**config.mk**
```make
export PLATFORM = sky130hd
export DESIGN_NAME = divider_2c_seq
export DESIGN_NICKNAME = d
export VERILOG_FILES = /design/src/rtl/fixed_pkg.sv /design/src/rtl/div_sat_sign.sv /design/src/rtl/divider_2c_seq.sv
export SDC_FILE = /design/constraint.sdc
export NUM_CORES = 1
export LEC_CHECK = 0
export ABC_CLOCK_PERIOD_IN_PS = 4800
export CAP_MARGIN = 15
export CORE_MARGIN = 5
export CORE_UTILIZATION = 55
export CTS_CLUSTER_SIZE = 10
export DETAILED_ROUTE_END_ITERATION = 10
export PLACE_DENSITY_LB_ADDON = 0.08
export SLEW_MARGIN = 20
export SYNTH_ARGS = -nofsm -noshare
export SYNTH_HDL_FRONTEND = slang
export SYNTH_SLANG_ARGS = --single-unit
```
**constraint.sdc**
```tcl
create_clock -name clk -period 4.8 [get_ports clk]
set_clock_uncertainty 0.2 [all_clocks]
set_input_delay 0.72 -clock clk [delete_from_list [all_inputs] [get_ports clk]]
set_output_delay 0.72 -clock clk [all_outputs]
set_load 0.005 [all_outputs]
```
**src/rtl/fixed_pkg.sv**
```systemverilog
// Shared defaults and types for the signed Q-format arithmetic blocks.
package fixed_pkg;
  localparam int DEF_WIDTH = 4;
  localparam int DEF_FRAC  = 2;
  localparam int Q_MAX = (2 ** (DEF_WIDTH - 1)) - 1;
  localparam int Q_MIN = -(2 ** (DEF_WIDTH - 1));

  typedef enum logic [1:0] {
    IDLE = 2'd0,
    CALC = 2'd1,
    FIX  = 2'd2
  } state_t;
endpackage

```
**src/rtl/div_sat_sign.sv**
```systemverilog
// Turns an unsigned magnitude quotient into a saturated signed result,
// or the signed full-scale value on divide-by-zero.
module div_sat_sign
  import fixed_pkg::*;
#(
  parameter int WIDTH = DEF_WIDTH,
  parameter int FRAC  = DEF_FRAC
) (
  input  logic [WIDTH+FRAC-1:0] qm,
  input  logic                  sx,
  input  logic                  dz,
  input  logic                  xneg,
  output logic [WIDTH-1:0]      q,
  output logic                  ovf
);
  localparam int DW = WIDTH + FRAC;
  localparam logic [DW-1:0]    LIM_POS = DW'((2 ** (WIDTH - 1)) - 1);
  localparam logic [DW-1:0]    LIM_NEG = DW'(2 ** (WIDTH - 1));
  localparam logic [WIDTH-1:0] MAX_POS = {1'b0, {(WIDTH-1){1'b1}}};
  localparam logic [WIDTH-1:0] MIN_NEG = {1'b1, {(WIDTH-1){1'b0}}};

  always_comb begin
    q   = '0;
    ovf = 1'b0;
    if (dz) begin
      q = xneg ? MIN_NEG : MAX_POS;
    end else if (!sx) begin
      if (qm > LIM_POS) begin
        q   = MAX_POS;
        ovf = 1'b1;
      end else begin
        q = qm[WIDTH-1:0];
      end
    end else begin
      // A magnitude of exactly 2^(WIDTH-1) still fits as the most negative value.
      if (qm > LIM_NEG) begin
        q   = MIN_NEG;
        ovf = 1'b1;
      end else begin
        q = -qm[WIDTH-1:0];
      end
    end
  end
endmodule

```
**src/rtl/divider_2c_seq.sv**
```systemverilog
// Sequential signed fixed-point divider: restoring radix-2 on magnitudes,
// one quotient bit per clock, then sign/saturation fix-up in a final cycle.
module divider_2c_seq
  import fixed_pkg::*;
#(
  parameter int WIDTH = DEF_WIDTH,
  parameter int FRAC  = DEF_FRAC
) (
  input  logic             clk,
  input  logic             rst,
  input  logic             start,
  input  logic [WIDTH-1:0] x,
  input  logic [WIDTH-1:0] y,
  output logic             ready,
  output logic             done,
  output logic [WIDTH-1:0] q,
  output logic             ovf,
  output logic             dz
);
  localparam int DW = WIDTH + FRAC;
  localparam int CW = $clog2(DW + 1);
  localparam logic [CW-1:0] LAST = CW'(DW - 1);

  // Handshake: an operation is accepted on a rising edge where start=1 and
  // ready=1; done pulses for one cycle when q/ovf/dz take their new values.
  state_t state;
  state_t state_nxt;

  logic             sx;
  logic             xneg;
  logic             dz_pend;
  logic [WIDTH-1:0] ymag;
  logic [DW-1:0]    dreg;
  logic [WIDTH:0]   rem;
  logic [DW-1:0]    qm;
  logic [CW-1:0]    cnt;

  logic [WIDTH-1:0] x_mag;
  logic [WIDTH-1:0] y_mag;
  logic [WIDTH+1:0] rem_sh;
  logic             rem_ge;
  logic [WIDTH-1:0] q_fix;
  logic             ovf_fix;

  assign x_mag  = x[WIDTH-1] ? -x : x;
  assign y_mag  = y[WIDTH-1] ? -y : y;
  assign rem_sh = {rem, dreg[DW-1]};
  assign rem_ge = rem_sh >= {2'b00, ymag};

  always_ff @(posedge clk) begin
    if (rst) state <= IDLE;
    else     state <= state_nxt;
  end

  always_comb begin
    state_nxt = state;
    ready     = 1'b0;
    case (state)
      IDLE: begin
        ready = 1'b1;
        if (start) state_nxt = (y == '0) ? FIX : CALC;
      end
      CALC:    if (cnt == LAST) state_nxt = FIX;
      FIX:     state_nxt = IDLE;
      default: state_nxt = IDLE;
    endcase
  end

  always_ff @(posedge clk) begin
    if (rst) begin
      sx      <= 1'b0;
      xneg    <= 1'b0;
      dz_pend <= 1'b0;
      ymag    <= '0;
      dreg    <= '0;
      rem     <= '0;
      qm      <= '0;
      cnt     <= '0;
      q       <= '0;
      ovf     <= 1'b0;
      dz      <= 1'b0;
      done    <= 1'b0;
    end else begin
      done <= 1'b0;
      case (state)
        IDLE: begin
          if (start) begin
            sx      <= x[WIDTH-1] ^ y[WIDTH-1];
            xneg    <= x[WIDTH-1];
            dz_pend <= (y == '0);
            ymag    <= y_mag;
            dreg    <= {x_mag, {FRAC{1'b0}}};
            rem     <= '0;
            qm      <= '0;
            cnt     <= '0;
          end
        end
        CALC: begin
          rem  <= rem_ge ? (WIDTH+1)'(rem_sh - {2'b00, ymag}) : (WIDTH+1)'(rem_sh);
          qm   <= {qm[DW-2:0], rem_ge};
          dreg <= dreg << 1;
          cnt  <= cnt + 1'b1;
        end
        FIX: begin
          q    <= q_fix;
          ovf  <= ovf_fix;
          dz   <= dz_pend;
          done <= 1'b1;
        end
        default: ;
      endcase
    end
  end

  div_sat_sign #(.WIDTH(WIDTH), .FRAC(FRAC)) u_sat (
    .qm   (qm),
    .sx   (sx),
    .dz   (dz_pend),
    .xneg (xneg),
    .q    (q_fix),
    .ovf  (ovf_fix)
  );
endmodule

```
# Word level (Yosys, flattened, before mapping)

Cells that the tools add are included.

Register bits: 36
Latch bits: 0
RAM bits: 0
Bits in read-only memories: 0
Input bits: 11
Output and inout port bits: 8
Word-level logic and storage cells: 59
Memories: 0

Add/subtract/negate cells: 5
Multiply operators: 0
Div/mod/pow operators: 0
$lt $le $gt $ge: 3
Equality and inequality tests: 5
Shift operators: 0
Mux-type cells: 26
Bitwise logic cells: 1
Reductions and logical operators: 6

Operators with widths:

| operator                                            | count |
|---|---|
| two-way mux 4 bit                                   | 7 |
| one-hot mux 6 bit (2 select lines)                  | 2 |
| two-way mux 6 bit                                   | 2 |
| negation 4 bit                                      | 3 |
| two-way mux 5 bit                                   | 2 |
| one-hot mux 5 bit (2 select lines)                  | 1 |
| >= comparator 6 x 4 -> 1 bit                        | 1 |
| > comparator 6 x 3 -> 1 bit, second input constant  | 1 |
| > comparator 6 x 4 -> 1 bit, second input constant  | 1 |
| two-way mux 1 bit                                   | 6 |
| two-way mux 2 bit                                   | 3 |
| one-hot mux 3 bit (2 select lines)                  | 1 |
| AND reduction 2 bit                                 | 3 |
| subtractor 5 x 4 -> 5 bit                           | 1 |
| zero test 4 bit                                     | 1 |
| != test 2 bit, second input constant                | 2 |
| one-hot mux 2 bit (2 select lines)                  | 1 |
| adder 3 x 1 -> 3 bit, second input constant         | 1 |
| equality test 3 bit, second input constant          | 1 |
| two-way mux 3 bit                                   | 1 |
| equality test 2 x 1 -> 1 bit, second input constant | 1 |
| equality test 2 bit, second input constant          | 1 |
| zero test 2 bit                                     | 1 |
| nonzero test 2 bit                                  | 1 |
| XOR 1 bit                                           | 1 |

# Depth between registers and ports, before layout

Gate-level depths: netlist of the first run.

Word-level depth: 4
Gate-level depth with buffers: 7
Gate-level depth less buffers: 7

# By module

From an unflattened synthesis of the first run, not the netlist that was laid out.

Cells, all modules: 216
Area total of the unflattened synthesis: 1796.7 µm²

Modules (own cells, without submodules):

| module         | instances | cells an instance | area each (µm²) |
|---|---|---|---|
| divider_2c_seq | 1         | 190               | 1615.3 |
| div_sat_sign   | 1         | 26                | 181.4 |

# Least setup slack after synthesis of the first run

No wires, ideal clock.

Path kind: register -> register
Start: register dreg[5]
End: register rem[0]
Arrival: 1715 ps
Required time: 4483 ps
Slack: 2768 ps
Stages on the path, launching flop included: 8
Period minus slack after synthesis: 2032 ps
Cell sequence: dfxtp_1 > inv_1 > ha_1 > fa_1 > nand2b_1 > a21oi_1 > o21ai_0 > a32o_1

Cells in the longest elaborated chain, start to end: 3
Elaborated cells on any way between the ends: 4
Those cells by class: add/sub: 1; order compare: 1; mux: 2

RTL lines:

| item                                                                      | RTL line                                   | source |
|---|---|---|
| start, declared                                                           | divider_2c_seq.sv:33                       | `logic [DW-1:0] dreg;` |
| start signal, assigned                                                    | divider_2c_seq.sv:92                       | `dreg <= {x_mag, {FRAC{1'b0}}};` |
| start signal, assigned                                                    | divider_2c_seq.sv:101                      | `dreg <= dreg << 1;` |
| subtractor 5 x 4 -> 5 bit or >= comparator 6 x 4 -> 1 bit (tied branches) | divider_2c_seq.sv:99, divider_2c_seq.sv:48 |  |
| two-way mux 5 bit *                                                       | divider_2c_seq.sv:99                       | `rem <= rem_ge ? (WIDTH+1)'(rem_sh - {2'b00, ymag}) : (WIDTH+1)'(rem_sh);` |
| one-hot mux 5 bit (2 select lines) *                                      | divider_2c_seq.sv:85                       | `case (state)` |
| end signal, assigned                                                      | divider_2c_seq.sv:99                       |  |
| end, declared                                                             | divider_2c_seq.sv:34                       | `logic [WIDTH:0] rem;` |

Every way passes the cells marked *; elsewhere a longest branch is shown, timed or not.
A chain may end at the register's enable or synchronous reset.

==> metrics.yaml, run 1 <==
run_status:
  outcome: "complete, no violations"
min_path:
  min_path_cells: 2
  holdCritPathClass: "flip-flop to flip-flop"
  holdPathEnd: "dreg[4]"
  hold_start: "dreg[4]"
sta:
  whs_ns: 0.261
  setup_violations: 0
  fin_tns_setup_ns: 0
  slew_headroom_pct: 36.2
  max_freq_mhz: 395
  hold_viol_final: 0
  rsz0062_at_grt: "false"
  fin_crit_sh_pct: 52.7
  slew_violations: 0
  period_needed_ns: 2.53
  tightest_slew_ns: 0.954
floorplanning:
  core_area_sq_um: 3080
  start_util_pct: 57.7
  die-area_sq_um: 4460
  die_h_um: 66.8
  row_count: 20
  pin_count: 19
  die_x_um: 66.8
placement:
  port_buffers: 18
  gp_congestion: 0.812
  dp_hpwl_mm: 2.83
final_layout:
  final_core_util_pct: 66.4
  num-nets-final: 255
  antenna_cells: 0
  nFillCells: 285
  seqCellArea_sq_um: 681
  drive_above_1_share_pct: 5.53
  multiInputGateArea_sq_um: 997
  layout_common_cells: "dfxtp_1 (34), nor2_1 (25), nand2_1 (22)"
  layout_commonest_cell: "dfxtp_1"
  area_growth_pct: 15.2
route:
  via_per_inst: 5.80
  first_pass_iters: 4
  ant_nets: 0
  first_iter_violations: 123
  routedWlPerCell_um: 13.9
  wl_mm: 3.87
  remaining_drc_errors: 0
  via_count: 1618
clock_network:
  cts_buffers: 5
  clockBufferDepth: 2
  post_cts_buffers: 0
  insertion_delay_ns: 0.33
  cts_sinks: 34
  clockRootBuffer: "clkbuf_4"
  cts_tree: "yes"
  post_cts_resized: 0
  cts-htree-levels: 2
  cts_hold_buffers: 0
  clk_pin_slew_worst_paths_ns: 0.10
logic_synthesis:
  syn_inst: 216
  synth_nets: 237
  yosys.area.top_type_share_pct: 38.3
  yosysSeqAreaShare_pct: 38.3
  yosys.area_share.simple_pct: 20.2
  synth_top_area_cell: "dfxtp_1"
  synth_edf_count: 0
  yosys_warnings: 0
  synthAdderAreaFrac_pct: 7.47
  synth_area_sq_um: 1780
  synthMuxAreaShare_pct: 2.33
  synth_compound_area_share_pct: 24.2
  post_synth.cell_area_avg_sq_um: 8.22
  yosys-top-cells-area: "dfxtp_1 (38%), ha_1 (6.3%), a21oi_1 (5.6%)"
  synth.distinct_cells: 47
  synthXorXnorAreaFrac_pct: 1.97
  synth_top_family_by_area: "compound AO/OA/AOI/OAI gates"
  synthArstFlopShare_pct: 0
  synth_seq_cells: 34
  synth_top_flop_cell: "dfxtp_1"
grt:
  globalRouteOverflowTotal: 0
  grt_pass1_wl_mm: 6.87
  antenna_found_initial: 0
  grt_pass1_vias: 1568
  grtUsageTotal_pct: 19.9
  grt_max_degree: 29
setup_path:
  path_class: "input port to flip-flop"
  reg2reg_depth: 7
  crit_fanout: 28
  cp-startpoint: "rst"
  critPathRequiredTime_ns: 4.82
  end_kind: "flip-flop"
  arrival_ns: 2.56
  worstReg2RegEnd: "rem[1]"
  cp-start-kind: "input port"
  r2r_slack_ns: 2.48
  worstReg2RegStart: "dreg[5]"
pwr:
  p_sw_w: 0.000190
  internal_power_w: 0.000424
  clock_power_share_pct: 26.8
  ir_worst_vdd_mv: 0.204
  p_seq_share_pct: 50.5
  swShare_pct: 31.0
  p_per_area_nw_per_um2: 301
  p_leak_nw: 0.756
  p_comb_share_pct: 22.8
job:
  cap_violations: 0
[Yosys cell counts, types with 2 or more instances]
master	count
a211oi_1	5
a21oi_1	20
a22oi_1	6
a31oi_1	2
a32o_1	2
and2_1	3
buf_2	3
clkbuf_1	4
dfxtp_1	34
ha_1	9
inv_1	18
mux2i_1	3
nand2_1	22
nand2b_1	7
nand3_1	3
nand3b_1	2
nor2_1	25
nor2b_1	2
nor3_1	2
nor3b_1	2
o211ai_1	3
o21ai_0	11
or3_1	2
xnor2_1	3
[flip-flops by register name, indices dropped and copies added (netlist names), 2 cells and up]
signal and cells:
q 4, qm 6, rem 5, dreg 4
state 2, ymag 4, cnt 3
[per-layer routing]
metal	GRT usage, %	share of wire, %	up-vias
li1	-	-	799
met1	24.0	45	774
met2	34.3	49	40
met3	4.38	5.0	5
met4	7.36	1.1	0
met5	0	0	-
[power groups by stage]
stage	Clock [W]	Sequential (W)	Combinational, W
final	0.000165	0.000310	0.000140
after global routing	0.000181	0.000313	0.000155
after CTS	0.000171	0.000310	0.000137
after detailed placement	0	0.000316	0.000136
after global placement	0	0.000315	0.000129
after floorplan	0	0.000311	0.000102
[worst max-delay path, stage by stage]
cell	delay [ns]
clkdlybuf4s50_1	1.10
inv_1	0.22
and2_1	0.25
a32oi_1	0.19
nand2_1	0.08
[worst max path at each step]
stage / end / slack [ns] / depth (start not counted)
final: rem[4] / 2.27 / 5
after global routing: rem[4] / 2.08 / 5
after CTS: rem[4] / 2.27 / 5
after detailed placement: rem[4] / 1.92 / 5
after global placement: rem[3] / 1.96 / 5
after floorplan: rem[0] / 2.77 / 7
[per-stage QoR]
stage          instance area (sq um)  power (W)  worst slack (ns)  instances
6_report                        2040   0.000615              2.27        279
5_1_grt                         2040   0.000649              2.08        279
4_1_cts                         2040   0.000618              2.27        279
3_5_place_dp                    1980   0.000452              1.92        271
3_3_place_gp                    1980   0.000445              1.96        271
2_1_floorplan                   1780   0.000413              2.77        216
[final cells by class]
class / instances / share of cell area (%)
flip-flops and latches: 34 / 33.3
clock inverters: 2 / 0.612
inverters: 18 / 3.30
multi-input cells: 157 / 48.8
repair buffers: 18 / 8.81
well taps: 44 / 2.69
clock buffers: 6 / 2.51
[cell families after synthesis]
kind of cell / after synthesis
compound gates: 64
mux: 4
buf+inv: 25
flops: 34
fa+ha+maj: 10
xor+xnor: 4
simple gates: 75
(Power assumes the default switching activity.)
==> run 2, diff against run 1 <==
--- a/config.mk
+++ b/config.mk
@@ -5,10 +5,10 @@
 export SDC_FILE = /design/constraint.sdc
 export NUM_CORES = 1
 export LEC_CHECK = 0
-export ABC_CLOCK_PERIOD_IN_PS = 4800
+export ABC_CLOCK_PERIOD_IN_PS = 2300
 export CAP_MARGIN = 15
 export CORE_MARGIN = 5
-export CORE_UTILIZATION = 55
+export CORE_UTILIZATION = 50
 export CTS_CLUSTER_SIZE = 10
 export DETAILED_ROUTE_END_ITERATION = 10
 export PLACE_DENSITY_LB_ADDON = 0.08
==> constraint.sdc (replaced) <==
create_clock -name clk -period 2.3 [get_ports clk]
set_clock_uncertainty 0.2 [all_clocks]
set_input_delay 0.345 -clock clk [delete_from_list [all_inputs] [get_ports clk]]
set_output_delay 0.345 -clock clk [all_outputs]
set_load 0.005 [all_outputs]
==> run 2 against run 1 <==
Net effect: clock power grew 120%; total power up 120%; register-to-register slack worse by 2.3 ns; largest cell class unchanged; flip-flop and latch count stayed put; core utilization fell by 4.6 points; critical path type is now flip-flop to flip-flop; die area rose by 8.5%; first-iteration DRC count rose by 44%; sequential power rose by 110%.
==> metrics.yaml, run 2 (synthesis results as in run 1) <==
run_status:
  outcome: "complete, no violations"
final_layout:
  drive_above_1_share_pct: 8.33  # +2.8 points
  nFillCells: 296  # +3.9%
  layout_commonest_cell: "dfxtp_1"
  num-nets-final: 260  # +2.0%
  antenna_cells: 0  # unchanged
  layout_common_cells: "dfxtp_1 (34), nor2_1 (25), nand2_1 (22)"
  largest_reg_flops: 6  # unchanged
  instances_no_fill: 286  # +2.5%
  reg_top3: "qm x6, rem x5"
  top_register: "qm"
  area_growth_pct: 18.0
clock_network:
  clockRootBuffer: "clkbuf_4"
  cts_hold_buffers: 0  # unchanged
  cts_tree: "yes"
  cts-htree-levels: 2  # unchanged
  cts_buffers: 5  # unchanged
  insertion_delay_ns: 0.34  # about the same
  post_cts_buffers: 0  # unchanged
  clockBufferDepth: 2  # unchanged
  cts_sinks: 34  # unchanged
  clk_pin_slew_worst_paths_ns: 0.11  # about the same
min_path:
  holdCritPathClass: "flip-flop to flip-flop"
  hold_start: "dreg[4]"
  min_path_cells: 2  # unchanged
  holdPathEnd: "dreg[4]"
setup_path:
  slowest_stage: "a311oi_2"
  end_kind: "flip-flop"
  slowest_delay_ns: 0.42  # -0.68 ns
  crit_fanout: 5  # -82%
  arrival_ns: 2.15  # -0.41 ns
  crit_path_cell_trace: "inv_1 -> ha_1 -> and2_1 -> a311oi_2 -> nand3_1 -> a32o_1"
  path_class: "flip-flop to flip-flop"
  reg2reg_depth: 6  # -1
  r2r_slack_ns: 0.19  # -2.29 ns
  worstReg2RegEnd: "rem[1]"
  critPathRequiredTime_ns: 2.35  # -2.47 ns
  worstReg2RegStart: "ymag[2]"
  cp-start-kind: "flip-flop"
sta:
  fin_crit_sh_pct: 91.7
  hold_viol_final: 0  # unchanged
  tightest_slew_ns: 0.499  # -0.455 ns
  setup_violations: 0  # unchanged
  max_freq_mhz: 474
  rsz0062_at_grt: "false"
  slew_headroom_pct: 66.6  # +30 points
  slew_violations: 0  # unchanged
  period_needed_ns: 2.11
  fin_tns_setup_ns: 0  # unchanged
route:
  via_per_inst: 5.60  # -3.4%
  routedWlPerCell_um: 14.1  # +1.6%
  remaining_drc_errors: 0  # unchanged
  wl_mm: 4.03  # +4.2%
  first_iter_violations: 177  # +44%
  first_pass_iters: 4  # unchanged
  via_count: 1602  # -0.99%
  ant_nets: 0  # unchanged
floorplanning:
  die_h_um: 69.6  # +4.2%
  row_count: 21  # +5.0%
  core_area_sq_um: 3390  # +10%
  start_util_pct: 52.4  # -5.3 points
  die_x_um: 69.6  # +4.2%
  pin_count: 19  # unchanged
  die-area_sq_um: 4840  # +8.5%
placement:
  dp_cells: 278  # +2.6%
  dp_hpwl_mm: 3.00  # +5.7%
  port_buffers: 18  # unchanged
  gp_congestion: 0.964  # +19%
grt:
  grt_pass1_wl_mm: 6.91  # +0.60%
  grtUsageTotal_pct: 17.6  # -2.2 points
  globalRouteOverflowTotal: 0  # unchanged
  antenna_found_initial: 0  # unchanged
  grt_max_degree: 23  # -21%
  grt_pass1_vias: 1542  # -1.7%
pwr:
  power_w: 0.00132  # +120%
  p_per_area_nw_per_um2: 631  # +110%
  ir_worst_vdd_mv: 0.428  # +110%
  p_leak_nw: 0.786  # +3.9%
job:
  cap_violations: 0  # unchanged
run 2: repair_timing:
| item | 4_1_cts | 5_1_grt |
|---|---|---|
| resized for setup | 0 | 3 |
| setup endpoints to repair | 0 | 4 |
| hold endpoints to repair | 0 | 0 |
run 2: area by class of cell:
| cell class | instances | area [sq um] | share of cell area, % |
|---|---|---|---|
| flip-flops and latches | 34 | 681 | 32.5 |
| clock buffers | 6 | 51.3 | 2.45 |
| multi-input cells | 157 | 1010 | 48.1 |
| well taps | 46 | 57.6 | 2.75 |
| clock inverters | 2 | 12.5 | 0.597 |
| inverters | 18 | 67.6 | 3.22 |
| repair buffers | 23 | 218 | 10.4 |
run 2: stage by stage:
| step | hold slack, ns | utilization (%) | area, sq um | worst slack, ns |
|---|---|---|---|---|
| 6_report | 0.260 | 61.8 | 2100 | 0.191 |
| 5_1_grt | 0.293 | 61.8 | 2100 | 0.0677 |
| 4_1_cts | 0.258 | 61.5 | 2080 | 0.122 |
| 3_5_place_dp | 0.245 | 59.6 | 2020 | 0.144 |
| 3_3_place_gp | 0.238 | 59.6 | 2020 | 0.264 |
| 2_1_floorplan | 0.232 | - | 1780 | 0.268 |
run 2: how the worst max path moves through the flow:
stage                       start        to
after floorplan           dreg[5]    rem[0]
after detailed placement  dreg[5]    rem[1]
after global routing      dreg[5]    rem[2]
after CTS                 dreg[5]    rem[1]
after global placement       y[0]  state[1]
final                     ymag[2]    rem[1]
run 2: report_power, final:
| part | internal (W) | switching [W] |
|---|---|---|
| combinational | 0.000140 | 0.000174 |
| clock | 0.000147 | 0.000214 |
| sequential | 0.000618 | 0.0000303 |
| total | 0.000904 | 0.000418 |
run 2: critical path: cells and delay by family (launching register included):
family                   cells  cell delay (ns)
AO/OA/AOI/OAI                2             0.68
AND/OR/NAND/NOR              2             0.36
flip-flops                   1             0.34
adder cells (fa/ha/maj)      1             0.38
buffers and inverters        1             0.06
run 2: metal layers:
| layer | GRT usage, % | part of all wire [%] | up-vias |
|---|---|---|---|
| met2 | 27.9 | 48 | 34 |
| li1 | - | - | 811 |
| met5 | 0 | 0 | - |
| met1 | 21.8 | 46 | 746 |
| met3 | 4.93 | 3.7 | 11 |
| met4 | 9.11 | 2.5 | 0 |
